`src/rtl/alu_pkg.sv`:
```
// Shared opcode, state and latency definitions for the ALU operation sequencer.
package alu_pkg;

  localparam int RESULT_W = 16;
  localparam int LAT_W    = 8;

  typedef enum logic [2:0] {
    OP_ADD = 3'd0,
    OP_SUB = 3'd1,
    OP_MUL = 3'd2,
    OP_DIV = 3'd3,
    OP_MOD = 3'd4,
    OP_EQ  = 3'd5,
    OP_GT  = 3'd6,
    OP_LT  = 3'd7
  } op_t;

  typedef enum logic [1:0] {
    ST_IDLE = 2'd0,
    ST_EXEC = 2'd1,
    ST_DONE = 2'd2
  } state_t;

  // Number of EXEC cycles the combinational cells need for a given opcode.
  function automatic logic [LAT_W-1:0] op_latency(input op_t op,
                                                  input logic [LAT_W-1:0] mul_lat,
                                                  input logic [LAT_W-1:0] div_lat);
    logic [LAT_W-1:0] lat;
    case (op)
      OP_MUL:         lat = mul_lat;
      OP_DIV, OP_MOD: lat = div_lat;
      default:        lat = 8'd1;
    endcase
    return lat;
  endfunction

endpackage

```
`src/rtl/alu_op_sequencer_if.sv`:
```
// Request/response handshake bundle between a client (master) and the sequencer (slave).
// The out_err signal exists only when ALU_ERR_FLAG_EN is defined.
interface alu_op_sequencer_if;
  import alu_pkg::*;

  logic                in_valid;
  logic                in_ready;
  op_t                 in_op;
  logic [7:0]          in_a;
  logic [7:0]          in_b;
  logic                out_valid;
  logic                out_ready;
  logic [RESULT_W-1:0] out_result;
  logic                out_zero;
`ifdef ALU_ERR_FLAG_EN
  logic                out_err;

  modport master (
    output in_valid, in_op, in_a, in_b, out_ready,
    input  in_ready, out_valid, out_result, out_zero, out_err
  );
  modport slave (
    input  in_valid, in_op, in_a, in_b, out_ready,
    output in_ready, out_valid, out_result, out_zero, out_err
  );
`else
  modport master (
    output in_valid, in_op, in_a, in_b, out_ready,
    input  in_ready, out_valid, out_result, out_zero
  );
  modport slave (
    input  in_valid, in_op, in_a, in_b, out_ready,
    output in_ready, out_valid, out_result, out_zero
  );
`endif

endinterface

```
`src/rtl/alu_datapath.sv`:
```
// Combinational 8-bit arithmetic cells muxed to a 16-bit result, plus a divide-by-zero flag.
module alu_datapath
  import alu_pkg::*;
(
  input  op_t                 op,
  input  logic [7:0]          a,
  input  logic [7:0]          b,
  output logic [RESULT_W-1:0] result,
  output logic                div_zero
);

  logic [8:0]  sum_s;
  logic [8:0]  diff_s;
  logic [15:0] prod_s;
  logic [7:0]  quot_s;
  logic [7:0]  rem_s;
  logic        b_zero_s;

  assign b_zero_s = (b == 8'd0);
  assign sum_s    = {1'b0, a} + {1'b0, b};
  // Bit 8 of the 9-bit difference is the borrow out.
  assign diff_s   = {1'b0, a} - {1'b0, b};
  assign prod_s   = {8'h00, a} * {8'h00, b};
  assign quot_s   = b_zero_s ? 8'd0 : (a / b);
  assign rem_s    = b_zero_s ? 8'd0 : (a % b);

  always_comb begin
    result   = 16'h0000;
    div_zero = 1'b0;
    case (op)
      OP_ADD: result = {7'b0, sum_s};
      OP_SUB: result = {7'b0, diff_s};
      OP_MUL: result = prod_s;
      OP_DIV: begin
        result   = {8'h00, quot_s};
        div_zero = b_zero_s;
      end
      OP_MOD: begin
        result   = {8'h00, rem_s};
        div_zero = b_zero_s;
      end
      OP_EQ:  result = (a == b) ? 16'h0001 : 16'h0000;
      OP_GT:  result = (a > b)  ? 16'h0001 : 16'h0000;
      OP_LT:  result = (a < b)  ? 16'h0001 : 16'h0000;
      default: begin
        result   = 16'h0000;
        div_zero = 1'b0;
      end
    endcase
  end

endmodule

```
`src/rtl/alu_op_sequencer.sv`:
```
// Issue/writeback sequencer: latches a request, waits the per-op multicycle budget, then
// holds a registered result until taken. Optional out_err under ALU_ERR_FLAG_EN.
module alu_op_sequencer
  import alu_pkg::*;
#(
  parameter int MUL_LAT = 2,
  parameter int DIV_LAT = 4,
  parameter int COUNT_W = 8
) (
  input  logic               clk,
  input  logic               rst,
  alu_op_sequencer_if.slave  bus,
  output logic               busy,
  output logic [COUNT_W-1:0] op_count
);

  localparam logic [LAT_W-1:0] MUL_LAT_C = MUL_LAT[LAT_W-1:0];
  localparam logic [LAT_W-1:0] DIV_LAT_C = DIV_LAT[LAT_W-1:0];

  state_t              state_r;
  state_t              state_s;
  logic                accept_s;
  logic                capture_s;
  logic                handshake_s;
  op_t                 op_r;
  logic [7:0]          a_r;
  logic [7:0]          b_r;
  logic [LAT_W-1:0]    cnt_r;
  logic                in_ready_r;
  logic                busy_r;
  logic                out_valid_r;
  logic [RESULT_W-1:0] out_result_r;
  logic                out_zero_r;
  logic [COUNT_W-1:0]  op_count_r;
  logic [RESULT_W-1:0] dp_result_s;
  logic                dp_div_zero_s;

  alu_datapath u_datapath (
    .op       (op_r),
    .a        (a_r),
    .b        (b_r),
    .result   (dp_result_s),
    .div_zero (dp_div_zero_s)
  );

  always_comb begin
    state_s     = state_r;
    accept_s    = 1'b0;
    capture_s   = 1'b0;
    handshake_s = 1'b0;
    case (state_r)
      ST_IDLE: begin
        if (bus.in_valid && in_ready_r) begin
          accept_s = 1'b1;
          state_s  = ST_EXEC;
        end else begin
          state_s  = ST_IDLE;
        end
      end
      ST_EXEC: begin
        if (cnt_r == 8'd0) begin
          capture_s = 1'b1;
          state_s   = ST_DONE;
        end else begin
          state_s   = ST_EXEC;
        end
      end
      ST_DONE: begin
        if (bus.out_ready) begin
          handshake_s = 1'b1;
          state_s     = ST_IDLE;
        end else begin
          state_s     = ST_DONE;
        end
      end
      default: state_s = ST_IDLE;
    endcase
  end

  // Status outputs are registered from the next state so they line up with state_r.
  always_ff @(posedge clk or posedge rst) begin
    if (rst) begin
      state_r     <= ST_IDLE;
      in_ready_r  <= 1'b1;
      busy_r      <= 1'b0;
      out_valid_r <= 1'b0;
      op_count_r  <= '0;
    end else begin
      state_r     <= state_s;
      in_ready_r  <= (state_s == ST_IDLE);
      busy_r      <= (state_s != ST_IDLE);
      out_valid_r <= (state_s == ST_DONE);
      if (handshake_s) begin
        op_count_r <= op_count_r + 1'b1;
      end else begin
        op_count_r <= op_count_r;
      end
    end
  end

  always_ff @(posedge clk or posedge rst) begin
    if (rst) begin
      op_r  <= OP_ADD;
      a_r   <= 8'h00;
      b_r   <= 8'h00;
      cnt_r <= 8'd0;
    end else if (accept_s) begin
      op_r  <= bus.in_op;
      a_r   <= bus.in_a;
      b_r   <= bus.in_b;
      cnt_r <= op_latency(bus.in_op, MUL_LAT_C, DIV_LAT_C) - 8'd1;
    end else if ((state_r == ST_EXEC) && (cnt_r != 8'd0)) begin
      cnt_r <= cnt_r - 8'd1;
    end else begin
      cnt_r <= cnt_r;
    end
  end

`ifdef ALU_ERR_FLAG_EN
  logic out_err_r;

  always_ff @(posedge clk or posedge rst) begin
    if (rst) begin
      out_result_r <= 16'h0000;
      out_zero_r   <= 1'b1;
      out_err_r    <= 1'b0;
    end else if (capture_s) begin
      out_result_r <= dp_result_s;
      out_zero_r   <= (dp_result_s == 16'h0000);
      out_err_r    <= dp_div_zero_s;
    end else begin
      out_result_r <= out_result_r;
      out_zero_r   <= out_zero_r;
      out_err_r    <= out_err_r;
    end
  end

  assign bus.out_err = out_err_r;
`else
  // A divide by zero already yields a zero result; the flag only reinforces out_zero.
  always_ff @(posedge clk or posedge rst) begin
    if (rst) begin
      out_result_r <= 16'h0000;
      out_zero_r   <= 1'b1;
    end else if (capture_s) begin
      out_result_r <= dp_result_s;
      out_zero_r   <= (dp_result_s == 16'h0000) | dp_div_zero_s;
    end else begin
      out_result_r <= out_result_r;
      out_zero_r   <= out_zero_r;
    end
  end
`endif

  assign bus.in_ready   = in_ready_r;
  assign bus.out_valid  = out_valid_r;
  assign bus.out_result = out_result_r;
  assign bus.out_zero   = out_zero_r;
  assign busy           = busy_r;
  assign op_count       = op_count_r;

endmodule

```
`src/flat_wrapper.sv`:
```
// flat-port wrapper written by rule: the top's interface ports become plain ports
module alu_op_sequencer_flat import alu_pkg::*;
#(
  parameter int MUL_LAT = 2,
  parameter int DIV_LAT = 4,
  parameter int COUNT_W = 8
)
  (clk, rst, busy, op_count, bus_in_valid, bus_in_op, bus_in_a, bus_in_b, bus_out_ready, bus_in_ready, bus_out_valid, bus_out_result, bus_out_zero);
  alu_op_sequencer_if bus_i ();
  input  logic clk;
  input  logic rst;
  output logic busy;
  output logic [COUNT_W-1:0] op_count;
  input wire logic [$bits(bus_i.in_valid)-1:0] bus_in_valid;
  input wire logic [$bits(bus_i.in_op)-1:0] bus_in_op;
  input wire logic [$bits(bus_i.in_a)-1:0] bus_in_a;
  input wire logic [$bits(bus_i.in_b)-1:0] bus_in_b;
  input wire logic [$bits(bus_i.out_ready)-1:0] bus_out_ready;
  output wire logic [$bits(bus_i.in_ready)-1:0] bus_in_ready;
  output wire logic [$bits(bus_i.out_valid)-1:0] bus_out_valid;
  output wire logic [$bits(bus_i.out_result)-1:0] bus_out_result;
  output wire logic [$bits(bus_i.out_zero)-1:0] bus_out_zero;
  assign bus_i.in_valid = bus_in_valid;
  assign bus_i.in_op = bus_in_op;
  assign bus_i.in_a = bus_in_a;
  assign bus_i.in_b = bus_in_b;
  assign bus_i.out_ready = bus_out_ready;
  assign bus_in_ready = bus_i.in_ready;
  assign bus_out_valid = bus_i.out_valid;
  assign bus_out_result = bus_i.out_result;
  assign bus_out_zero = bus_i.out_zero;
  alu_op_sequencer #(.MUL_LAT(MUL_LAT), .DIV_LAT(DIV_LAT), .COUNT_W(COUNT_W)) u_core (.clk(clk), .rst(rst), .bus(bus_i), .busy(busy), .op_count(op_count));
endmodule
```
`config.mk`:
```
export PLATFORM = sky130hd
export DESIGN_NAME = alu_op_sequencer_flat
export DESIGN_NICKNAME = d
export VERILOG_FILES = /design/src/rtl/alu_pkg.sv /design/src/rtl/alu_op_sequencer_if.sv /design/src/rtl/alu_datapath.sv /design/src/rtl/alu_op_sequencer.sv /design/src/flat_wrapper.sv
export SDC_FILE = /design/constraint.sdc
export NUM_CORES = 1
export LEC_CHECK = 0
export CORE_ASPECT_RATIO = 0.9
export CORE_UTILIZATION = 30
export DETAILED_ROUTE_END_ITERATION = 10
export PLACE_DENSITY_LB_ADDON = 0.2
export SLEW_MARGIN = 20
export SYNTH_ARGS = -nofsm -noshare
export SYNTH_HDL_FRONTEND = slang
export SYNTH_SLANG_ARGS = --single-unit
```
`constraint.sdc`:
```
create_clock -name clk -period 16.7 [get_ports clk]
set_input_delay 5.01 -clock clk [delete_from_list [all_inputs] [get_ports clk]]
set_output_delay 5.01 -clock clk [all_outputs]
set_load 0.02 [all_outputs]
```
==> results of run 1 <==
## registers in the layout, indices dropped and copies added, names as in the netlist
register / count
u_core.busy: 1
u_core.op_r: 3
u_core.bus.in_ready: 1
u_core.op_count: 8
u_core.b_r: 8
u_core.bus.out_valid: 1
u_core.state_r: 2
u_core.bus.out_result: 16
u_core.cnt_r: 8
u_core.bus.out_zero: 1
u_core.a_r: 8
## kinds of logic after synthesis
family	Yosys count	synth area share (%)
AOI/OAI and AO/OA	217	20.2
DFF	57	19.6
xor gates and xnor gates	42	5.06
adders and majority gates	134	27.1
muxes	18	2.75
buffers and inverters	118	6.21
and+or+nand+nor	295	19.0
## worst paths after layout
kind / slack [ns] / to / startpoint
worst max-delay path: 3.26 / u_core.bus.out_zero / u_core.b_r[7]
worst min-delay path: 0.48 / u_core.bus.out_result[8] / u_core.bus.out_result[8]
worst max register to register: 3.26 / u_core.bus.out_zero / u_core.b_r[7]
worst min register to register: 0.48 / u_core.bus.out_result[8] / u_core.bus.out_result[8]
max in group asynchronous: 10.92 / u_core.a_r[0] / rst
min in group asynchronous: 5.22 / u_core.op_r[0] / rst
## area by class of cell
type                            instances  area, µm²  share of cell area, %
Clock buffer                           11        243                   2.90
Clock inverter                          5       56.3                  0.673
Inverter                               86        323                   3.86
Multi-Input combinational cell        706       5390                   64.5
Sequential cell                        57       1430                   17.1
Tap cell                              302        378                   4.52
Timing Repair Buffer                   55        538                   6.44
## cell usage after synthesis, types with 6 or more instances
cell type	instances
ha_1	95
o21bai_1	6
inv_1	86
dfrtp_1	55
o21a_1	16
nor2_1	70
and3_1	7
a21o_1	11
fa_1	39
nor2b_1	13
clkbuf_1	30
a221oi_1	6
nor3_1	20
mux2_2	12
and2_1	10
a211oi_1	8
a31oi_1	7
o22ai_1	7
nand2_1	113
a21oi_1	38
or3_1	8
xor2_1	18
nand2b_1	12
o21ai_0	55
xnor2_1	24
nand3_1	14
o211ai_1	10
## critical path, delay by kind of cell (launching register included)
family / cells / cell delay, ns
AOI/OAI and AO/OA: 25 / 5.93
adders and majority gates: 7 / 2.40
buffers and inverters: 2 / 0.31
DFF: 1 / 0.59
muxes: 1 / 0.30
and+or+nand+nor: 14 / 3.80
## metal layers
metal / GRT usage [%] / wire, µm / vias up
met5: 0 / 0 / -
met4: 4.07 / 227 / 0
met3: 3.52 / 1090 / 19
met2: 29.9 / 9910 / 156
met1: 26.6 / 11300 / 3121
li1: - / - / 3153
## per-stage QoR
stage               cells  util, %  setup WS [ns]
floorplan             881        -           4.98
CTS                  1222     35.4           3.39
detailed placement   1206     34.1           3.44
global route         1222     35.4           2.26
global placement     1206     34.1           3.75
finish               1222     35.4           3.26
## layout by cell type, fill, tap and decap left out, types with 5 or more instances in the layout
cell type        synthesis  layout
xor2_1                  18      18
a211oi_1                 8       8
mux2i_1                  5       5
mux2_2                  12      12
nand2b_1                12      12
dfrtp_1                 55      55
and2_1                  10      10
nand4_1                  5       5
a221oi_1                 6       6
fa_1                    39      39
o21a_1                  16      16
a21o_1                  11      11
o21bai_1                 6       6
buf_4                    0       5
inv_1                   86      85
clkbuf_16                0       9
xnor2_1                 24      24
a21oi_1                 38      38
or3_1                    8       8
o211ai_1                10      10
o2111ai_1                5       5
and3_1                   7       7
ha_1                    95      95
nand2_1                113     113
o21ai_0                 55      55
nand3_1                 14      14
nor3_1                  20      20
nor2_1                  70      70
nor2b_1                 13      13
o22ai_1                  7       7
o31ai_1                  5       5
clkdlybuf4s50_1          0      50
nor3b_1                  5       5
a31oi_1                  7       7
==> parameters.txt, run 1 <==
Parameter                              Value

Status
  Result of the run    complete, but fails checks
  Violations in the final reports    DRC

Logic synthesis
  Dominant cell type by area after synthesis    dfrtp_1
  Number of distinct library cells after synthesis    71
  Warnings from Yosys    0
  Largest cells by area after synthesis    dfrtp_1, ha_1, fa_1, nand2_1, inv_1
  Sequential area share after synthesis    19.6%
  Prevailing post-synth register cell    dfrtp_1
  Synthesized area    7270 µm²
  Share of Yosys cell area claimed by the top area cell type    18.9%
  Syn Nets    1038
  Average instance area after synthesis    8.26 µm²
  Number of register bits inferred by synthesis    57
  Fraction of synthesis flops using an asynchronous set or reset pin    100%
  Cells after synthesis    881
  Number of flops mapped to enable cells by yosys    0

Finish
  Nets@finish    1072
  Cell area after layout    8360 µm²
  Filler cell count    2511
  Number of antenna cells inserted    0
  Share of cells above drive strength 1    5.11%
  Area growth syn-to-layout    14.9%

STA
  Finish-stage setup viols    0
  Final Hold Fails    0
  RSZ-0062 raised after global routing    false
  Share of the cycle needed by the critical path after routing    80.5%
  Worst slew margin relative to its limit    30.5%
  Minimum hold slack    0.477 ns
  Achievable clock frequency    74.4 MHz
  Fin Setup TNS    0 ns
  Largest clock skew in the final design    0.0143 ns
  Number of pins exceeding their max-slew limit in the final report    0
  Min Tclk post-route    13.44 ns
  Pin slew with the least headroom to its limit    1.03 ns

Clock network
  Clock tree from TritonCTS    built
  Clock transition at the registers of the reported paths    0.06 ns
  Number of gates resized after CTS    0
  Number of H-tree levels    3
  Clock root cell    clkbuf_16
  Hold-fix buffers, CTS    0
  Clock buffer count from CTS    9
  Clock latency of the later-clocked register in the worst-skew pair    0.34 ns
  Number of sinks on the clock net    57
  Number of buffers added for setup after CTS    0
  Clock buffer depth    2

Die
  Die outline height    150 µm
  Cell row count    53
  Core outline area    23600 µm²
  Top-Level Pins    51
  Initial Util    30.8%
  Horizontal die dimension    166 µm
  Floorplan die area    24900 µm²

Worst setup path
  Most common cell on crit path    ha_1
  Cell with the largest stage delay on the worst path    nor4_2
  Data arrival time of the critical path    13.69 ns
  Critical Setup Path Class    reg2reg
  Sort of element at the end of the critical path    flop
  Top fanout value on the critical path    15
  Worst path max stage delay    0.68 ns
  Crit path required time    16.94 ns
  CP Launch Type    flop
  Number of cell instances on the worst register-to-register path    49

GRT
  First-pass GRT wire length    36100 µm
  Tot GR Track Use    18.9%
  Gr ovfl total    0
  Vias in the first global route    6553
  Antenna violations before repair    0
  Maximum number of pins on one net before global-route repair    58

Route
  WL final    22500 µm
  Total via count after detailed routing    6449
  Via density per instance    5.28
  Number of DRC violations after detailed-routing iteration 0    461
  Post-detailed-route wirelength per cell    18.4 µm
  Post-route DRC    1
  Detailed-router iteration count before antenna repair    8
  DRT antenna net count    0

Min path
  Worst Hold Path Cells    2
  HP Class    reg2reg

Placed design
  DPL Wire Length    17400 µm
  Placer's final routability congestion estimate    0.882
  Placed cell area    8060 µm²
  Number of buffer cells added on primary ports    50

Flow run
  Max-cap viol count    0
Power of run 1 is not shown: default switching activity piles up to over one toggle a cycle in this logic, so the estimate is an artifact.
==> run 2, diff against run 1 <==
==> constraint.sdc (replaced) <==
create_clock -name clk -period 11.1 [get_ports clk]
set_input_delay 3.33 -clock clk [delete_from_list [all_inputs] [get_ports clk]]
set_output_delay 3.33 -clock clk [all_outputs]
set_load 0.02 [all_outputs]
==> run 2 against run 1 <==
Compared with the run above: the run still ends with DRC left; routed wire length grew 5.9%; worst hold slack got worse by 0.0062 ns; maximum frequency up 23%; via count is 6.2% higher; die area unchanged; critical path depth down 1; final cell count increased by 6.4%; non-clock buffer count is 78 higher; clock skew up 0.0023 ns; setup slack got worse by 3.0 ns; sequential share of layout area shrank 2.1 points; design area grew 14%; critical endpoint unchanged; largest cell class unchanged.
==> parameters.txt, run 2 (synthesis gave the netlist of run 1 again) <==
Parameter                              Value

Worst setup path
  Critical Setup Path Class    reg2reg
  CP Launch Type    flop
  Crit path required time    11.34 ns
  Most common cell on crit path    ha_4
  Launch instance of the worst register-to-register path    u_core.b_r[5]
  Cell with the largest stage delay on the worst path    or4_4
  Worst path max stage delay    0.53 ns
  Data arrival time of the critical path    11.13 ns
  Crit path from    u_core.b_r[5]
  Top fanout value on the critical path    6
  Sort of element at the end of the critical path    flop

Route
  WL final    23900 µm
  Detailed route wirelength on metal3    884 µm
  Detailed-router iteration count before antenna repair    8
  Met1 Routed Length    11600 µm
  Uppermost signal routing layer after detailed routing    met4
  Number of DRC violations after detailed-routing iteration 0    348
  Post-route DRC    2
  Post-detailed-route wirelength per cell    18.4 µm
  Total via count after detailed routing    6848
  Detail Route met2 WL    11000 µm
  Via density per instance    5.27
  DRT antenna net count    0

Die
  Floorplan die area    24900 µm²
  Top-Level Pins    51
  Initial Util    30.8%
  Horizontal die dimension    166 µm
  Die outline height    150 µm
  Cell row count    53
  Core outline area    23600 µm²

STA
  Min Tclk post-route    10.89 ns
  Achievable clock frequency    91.9 MHz
  RSZ-0062 raised after global routing    true
  Finish-stage setup viols    0
  Largest clock skew in the final design    0.0166 ns
  Share of the cycle needed by the critical path after routing    98.1%
  Worst slew margin relative to its limit    35.0%
  Number of pins exceeding their max-slew limit in the final report    0
  Pin slew with the least headroom to its limit    0.967 ns
  Final Hold Fails    0
  Setup slack after layout    0.213 ns

GRT
  First-pass GRT wire length    36800 µm
  Maximum number of pins on one net before global-route repair    58
  Vias in the first global route    6707
  Gr ovfl total    0
  Antenna violations before repair    0
  Tot GR Track Use    19.3%

Clock network
  Clock root cell    clkbuf_16
  Clock buffer depth    2
  Number of H-tree levels    3
  Clock tree from TritonCTS    built
  Number of sinks on the clock net    57
  Clock latency of the later-clocked register in the worst-skew pair    0.35 ns
  Clock buffer count from CTS    9
  Clock transition at the registers of the reported paths    0.06 ns

Finish
  Most frequent cells in the layout    nand2_1, inv_1, ha_1
  Largest register FFs    16
  Number of antenna cells inserted    0
  Final core utilization    40.3%
  Seq. cell area    1430 µm²
  Filler cell count    2394
  Area growth syn-to-layout    30.6%
  Share of cells above drive strength 1    19.2%
  Area of combinational cells with multiple inputs    5910 µm²
  Most common cell after layout, fill and taps aside    nand2_1
  Cell area after layout    9500 µm²
  Nets@finish    1150

Min path
  HP Class    reg2reg
  Critical hold path startpoint    u_core.op_count[7]

Status
  Violations in the final reports    DRC
  Result of the run    complete, but fails checks

Flow run
  Max-cap viol count    0

Placed design
  Placement-stage worst setup slack    -0.304 ns
  Number of buffer cells added on primary ports    50
  Placed cell area    8530 µm²
  Placer's final routability congestion estimate    0.870
  DPL Wire Length    17800 µm
[run 2: changes by cell type in the layout (fill, tap and decap cells not counted), moves of 6 or more]
cell / change
ha_1: -16
buf_6: +7
a21oi_1: -6
ha_4: +13
a21oi_2: +6
buf_4: +71
[run 2: final cells by class]
| class | instances | share of cell area [%] |
|---|---|---|
| multi-input cells | 706 | 62.2 |
| flip-flops and latches | 57 | 15.0 |
| repair buffers | 133 | 12.1 |
| well taps | 302 | 3.98 |
| inverters | 86 | 3.40 |
| clock buffers | 14 | 2.88 |
| clock inverters | 2 | 0.369 |
[run 2: path summary, 6_finish.rpt]
check                                            to  slack [ns]  cells after the start
worst min register to register   u_core.op_count[7]        0.47                      1
worst min-delay path             u_core.op_count[7]        0.47                      1
max in group asynchronous             u_core.a_r[3]        7.04                      3
worst max-delay path            u_core.bus.out_zero        0.21                     48
worst max register to register  u_core.bus.out_zero        0.21                     48
min in group asynchronous        u_core.op_count[1]        3.53                      3
[run 2: routing by layer]
layer / track usage [%] / vias up
met3: 1.88 / 25
met4: 6.12 / 0
met2: 31.4 / 136
met5: 0 / -
met1: 27.1 / 3369
li1: - / 3318
[run 2: per-stage QoR]
stage	TNS [ns]	hold slack [ns]	instances
final	0	0.471	1300
after global routing	-0.253	0.490	1300
after CTS	0	0.477	1285
after detailed placement	-0.304	0.468	1263
after global placement	0	0.461	1263
after floorplan	0	0.471	881
[run 2: what timing repair did]
action                     in CTS  in global routing
hold buffers                    0                  0
gates resized for setup        19                 70
pin swaps                       9                 47
buffers inserted                6                 15
setup endpoints to repair       2                  9
[run 2: critical path: cells and delay by family, from the launching register on]
family	cells	cell delay (ns)
AO/OA/AOI/OAI	25	5.20
XOR/XNOR	1	0.20
adder cells (fa/ha/maj)	7	1.83
buffers and inverters	2	0.32
flip-flops	1	0.41
multiplexers	1	0.34
AND/OR/NAND/NOR	12	2.46
Power of run 2 is left out for the same reason.
==> run 3, diff against run 2 <==
--- a/config.mk
+++ b/config.mk
@@ -12,4 +12,5 @@
 export SLEW_MARGIN = 20
 export SYNTH_ARGS = -nofsm -noshare
 export SYNTH_HDL_FRONTEND = slang
+export SYNTH_HIERARCHICAL = 1
 export SYNTH_SLANG_ARGS = --single-unit
==> constraint.sdc (replaced) <==
create_clock -name clk -period 12.35 [get_ports clk]
set_input_delay 3.705 -clock clk [delete_from_list [all_inputs] [get_ports clk]]
set_output_delay 3.705 -clock clk [all_outputs]
set_load 0.02 [all_outputs]
==> run 3 against run 2 <==
Compared with the run above: the run now ends clean; worst hold slack better by 0.0071 ns; die area grew 0.14%; setup slack improved by 0.62 ns; via count fell by 8.0%; critical endpoint is now u_core/bus.out_zero; register-to-register slack better by 0.62 ns; area after synthesis up 0.14%; maximum frequency fell by 5.5%; sequential share of layout area up 1.6 points; first-iteration DRC count decreased by 0.86%.
==> parameters.txt, run 3 <==
Parameter                              Value

Finish
  Most common cell after layout, fill and taps aside    nand2_1
  Nets@finish    1075
  Largest register FFs    16
  Area of combinational cells with multiple inputs    5430 µm²
  Seq. cell area    1430 µm²
  Number of antenna cells inserted    0
  Most frequent cells in the layout    nand2_1, ha_1, inv_1
  Filler cell count    2524
  Area growth syn-to-layout    17.8%
  Share of cells above drive strength 1    10.6%
  Post-route non-filler standard cell count    1226

Min path
  Worst Hold Endpoint    u_core/op_count[7]
  HP Class    reg2reg
  Critical hold path startpoint    u_core/op_count[7]
  Worst Hold Path Cells    1

GRT
  Tot GR Track Use    16.7%
  First-pass GRT wire length    33200 µm
  Antenna violations before repair    0
  Gr ovfl total    0
  Maximum number of pins on one net before global-route repair    58
  Vias in the first global route    6248

Die
  Initial Util    30.9%
  Cell row count    53
  Floorplan die area    24900 µm²
  Horizontal die dimension    166 µm
  Die outline height    150 µm
  Top-Level Pins    51
  Core outline area    23600 µm²

Worst setup path
  Sort of element at the end of the critical path    flop
  Reg2reg end    u_core/bus.out_zero
  Data arrival time of the critical path    11.77 ns
  CP Launch Type    flop
  Most common cell on crit path    ha_1
  Top fanout value on the critical path    11
  Worst reg-to-reg setup slack    0.83 ns
  Cell with the largest stage delay on the worst path    dfrtp_1
  Cell type group with the largest total delay on the critical path    compound AO/OA/AOI/OAI gates
  Critical Setup Path Class    reg2reg
  Crit path required time    12.60 ns
  Launch instance of the worst register-to-register path    u_core/b_r[5]
  Worst path max stage delay    0.40 ns
  Crit path from    u_core/b_r[5]
  Number of cell instances on the worst register-to-register path    47
  Buffering stage count on the worst path with inverters included    2

Route
  DRT antenna net count    0
  WL final    20200 µm
  Number of DRC violations after detailed-routing iteration 0    345
  Post-route DRC    0
  Via density per instance    5.14
  Detailed-router iteration count before antenna repair    5
  Post-detailed-route wirelength per cell    16.5 µm
  Total via count after detailed routing    6297

Clock network
  Number of sinks on the clock net    57
  Clock buffer depth    2
  Clock tree from TritonCTS    built
  Clock root cell    clkbuf_16
  Number of H-tree levels    3
  Clock buffer count from CTS    9
  Hold-fix buffers, CTS    0
  Clock latency of the later-clocked register in the worst-skew pair    0.32 ns
  Clock transition at the registers of the reported paths    0.05 ns

Logic synthesis
  Most repeated cell in the gate-level netlist after synthesis    nand2_1
  Average instance area after synthesis    8.43 µm²
  Syn Nets    1020
  Number of register bits inferred by synthesis    57
  Synthesized area    7280 µm²
  Largest cells by area after synthesis    dfrtp_1, ha_1, fa_1, nand2_1, inv_1
  Most instantiated cells after synthesis    nand2_1, ha_1, inv_1, nor2_1, dfrtp_1
  Sequential area share after synthesis    19.6%
  Share of Yosys cell area claimed by the top area cell type    18.9%
  Cells after synthesis    864
  Number of distinct library cells after synthesis    76
  Prevailing post-synth register cell    dfrtp_1
  Dominant cell type by area after synthesis    dfrtp_1
  Warnings from Yosys    6
  Fraction of synthesis flops using an asynchronous set or reset pin    100%
  Number of flops mapped to enable cells by yosys    0

STA
  Share of the cycle needed by the critical path after routing    93.3%
  Minimum hold slack    0.478 ns
  Worst slew margin relative to its limit    28.6%
  Final Hold Fails    0
  Pin slew with the least headroom to its limit    1.06 ns
  Number of pins exceeding their max-slew limit in the final report    0
  Finish-stage setup viols    0
  Min Tclk post-route    11.52 ns
  Largest clock skew in the final design    0.00873 ns
  Achievable clock frequency    86.8 MHz

Placed design
  Cell count after placement    1203
  Number of buffer cells added on primary ports    50
  Placer's final routability congestion estimate    0.865
  DPL Wire Length    15800 µm

Flow run
  Max-cap viol count    0

Status
  Result of the run    finished clean
-- run 3: logic make-up after synthesis --
kind of cell	share of synthesized area (%)
adder cells (fa/ha/maj)	26.9
AO/OA/AOI/OAI	16.7
multiplexers	4.33
AND/OR/NAND/NOR	20.7
XOR/XNOR	5.17
flip-flops	19.6
buffers and inverters	6.66
-- run 3: worst max path at each step --
stage	end	slack, ns	depth (start not counted)
after detailed placement	u_core/bus.out_zero	0.005	49
final	u_core/bus.out_zero	0.83	47
after global routing	u_core/bus.out_zero	-0.01	50
after CTS	u_core/bus.out_zero	0.16	48
after floorplan	u_core/bus.out_zero	1.60	53
after global placement	u_core/bus.out_zero	0.32	48
-- run 3: layout make-up --
class,count,share of cell area [%]
clock buffers,11,2.83
inverters,91,3.98
repair buffers,74,7.93
well taps,302,4.40
clock inverters,5,0.919
multi-input cells,686,63.3
flip-flops and latches,57,16.7
-- run 3: layer usage --
metal / global-route usage, % / part of all wire, % / vias to the layer above
met3: 2.14 / 3.4 / 20
met5: 0 / 0 / -
li1: - / - / 3122
met1: 24.2 / 51 / 3038
met4: 4.35 / 1.7 / 0
met2: 26.2 / 44 / 117
-- run 3: timing repair --
item                                   CTS  global route
endpoints found under the hold margin    0             0
gates cloned                             0             0
pin swaps                                0             3
resized for setup                        1            16
setup endpoints to repair                1             9
buffers inserted                         0             7
-- run 3: worst register-to-register path, delay by kind of cell (launching register included) --
kind	cells	cell delay, ns
AOI/OAI and AO/OA	26	5.75
and+or+nand+nor	10	2.24
adders and majority gates	7	2.17
muxes	2	0.63
DFF	1	0.40
buffers and inverters	2	0.25
-- run 3: metrics by stage --
stage | cell area [µm²] | TNS (ns) | setup WS, ns | utilization, %
3_5_place_dp | 8150 | 0 | 0.00546 | 34.5
3_3_place_gp | 8150 | 0 | 0.319 | 34.5
2_1_floorplan | 7280 | 0 | 1.60 | -
4_1_cts | 8470 | 0 | 0.159 | 35.9
5_1_grt | 8580 | -0.0126 | -0.0126 | 36.3
6_report | 8580 | 0 | 0.829 | 36.3
Power of run 3 is left out for the same reason.
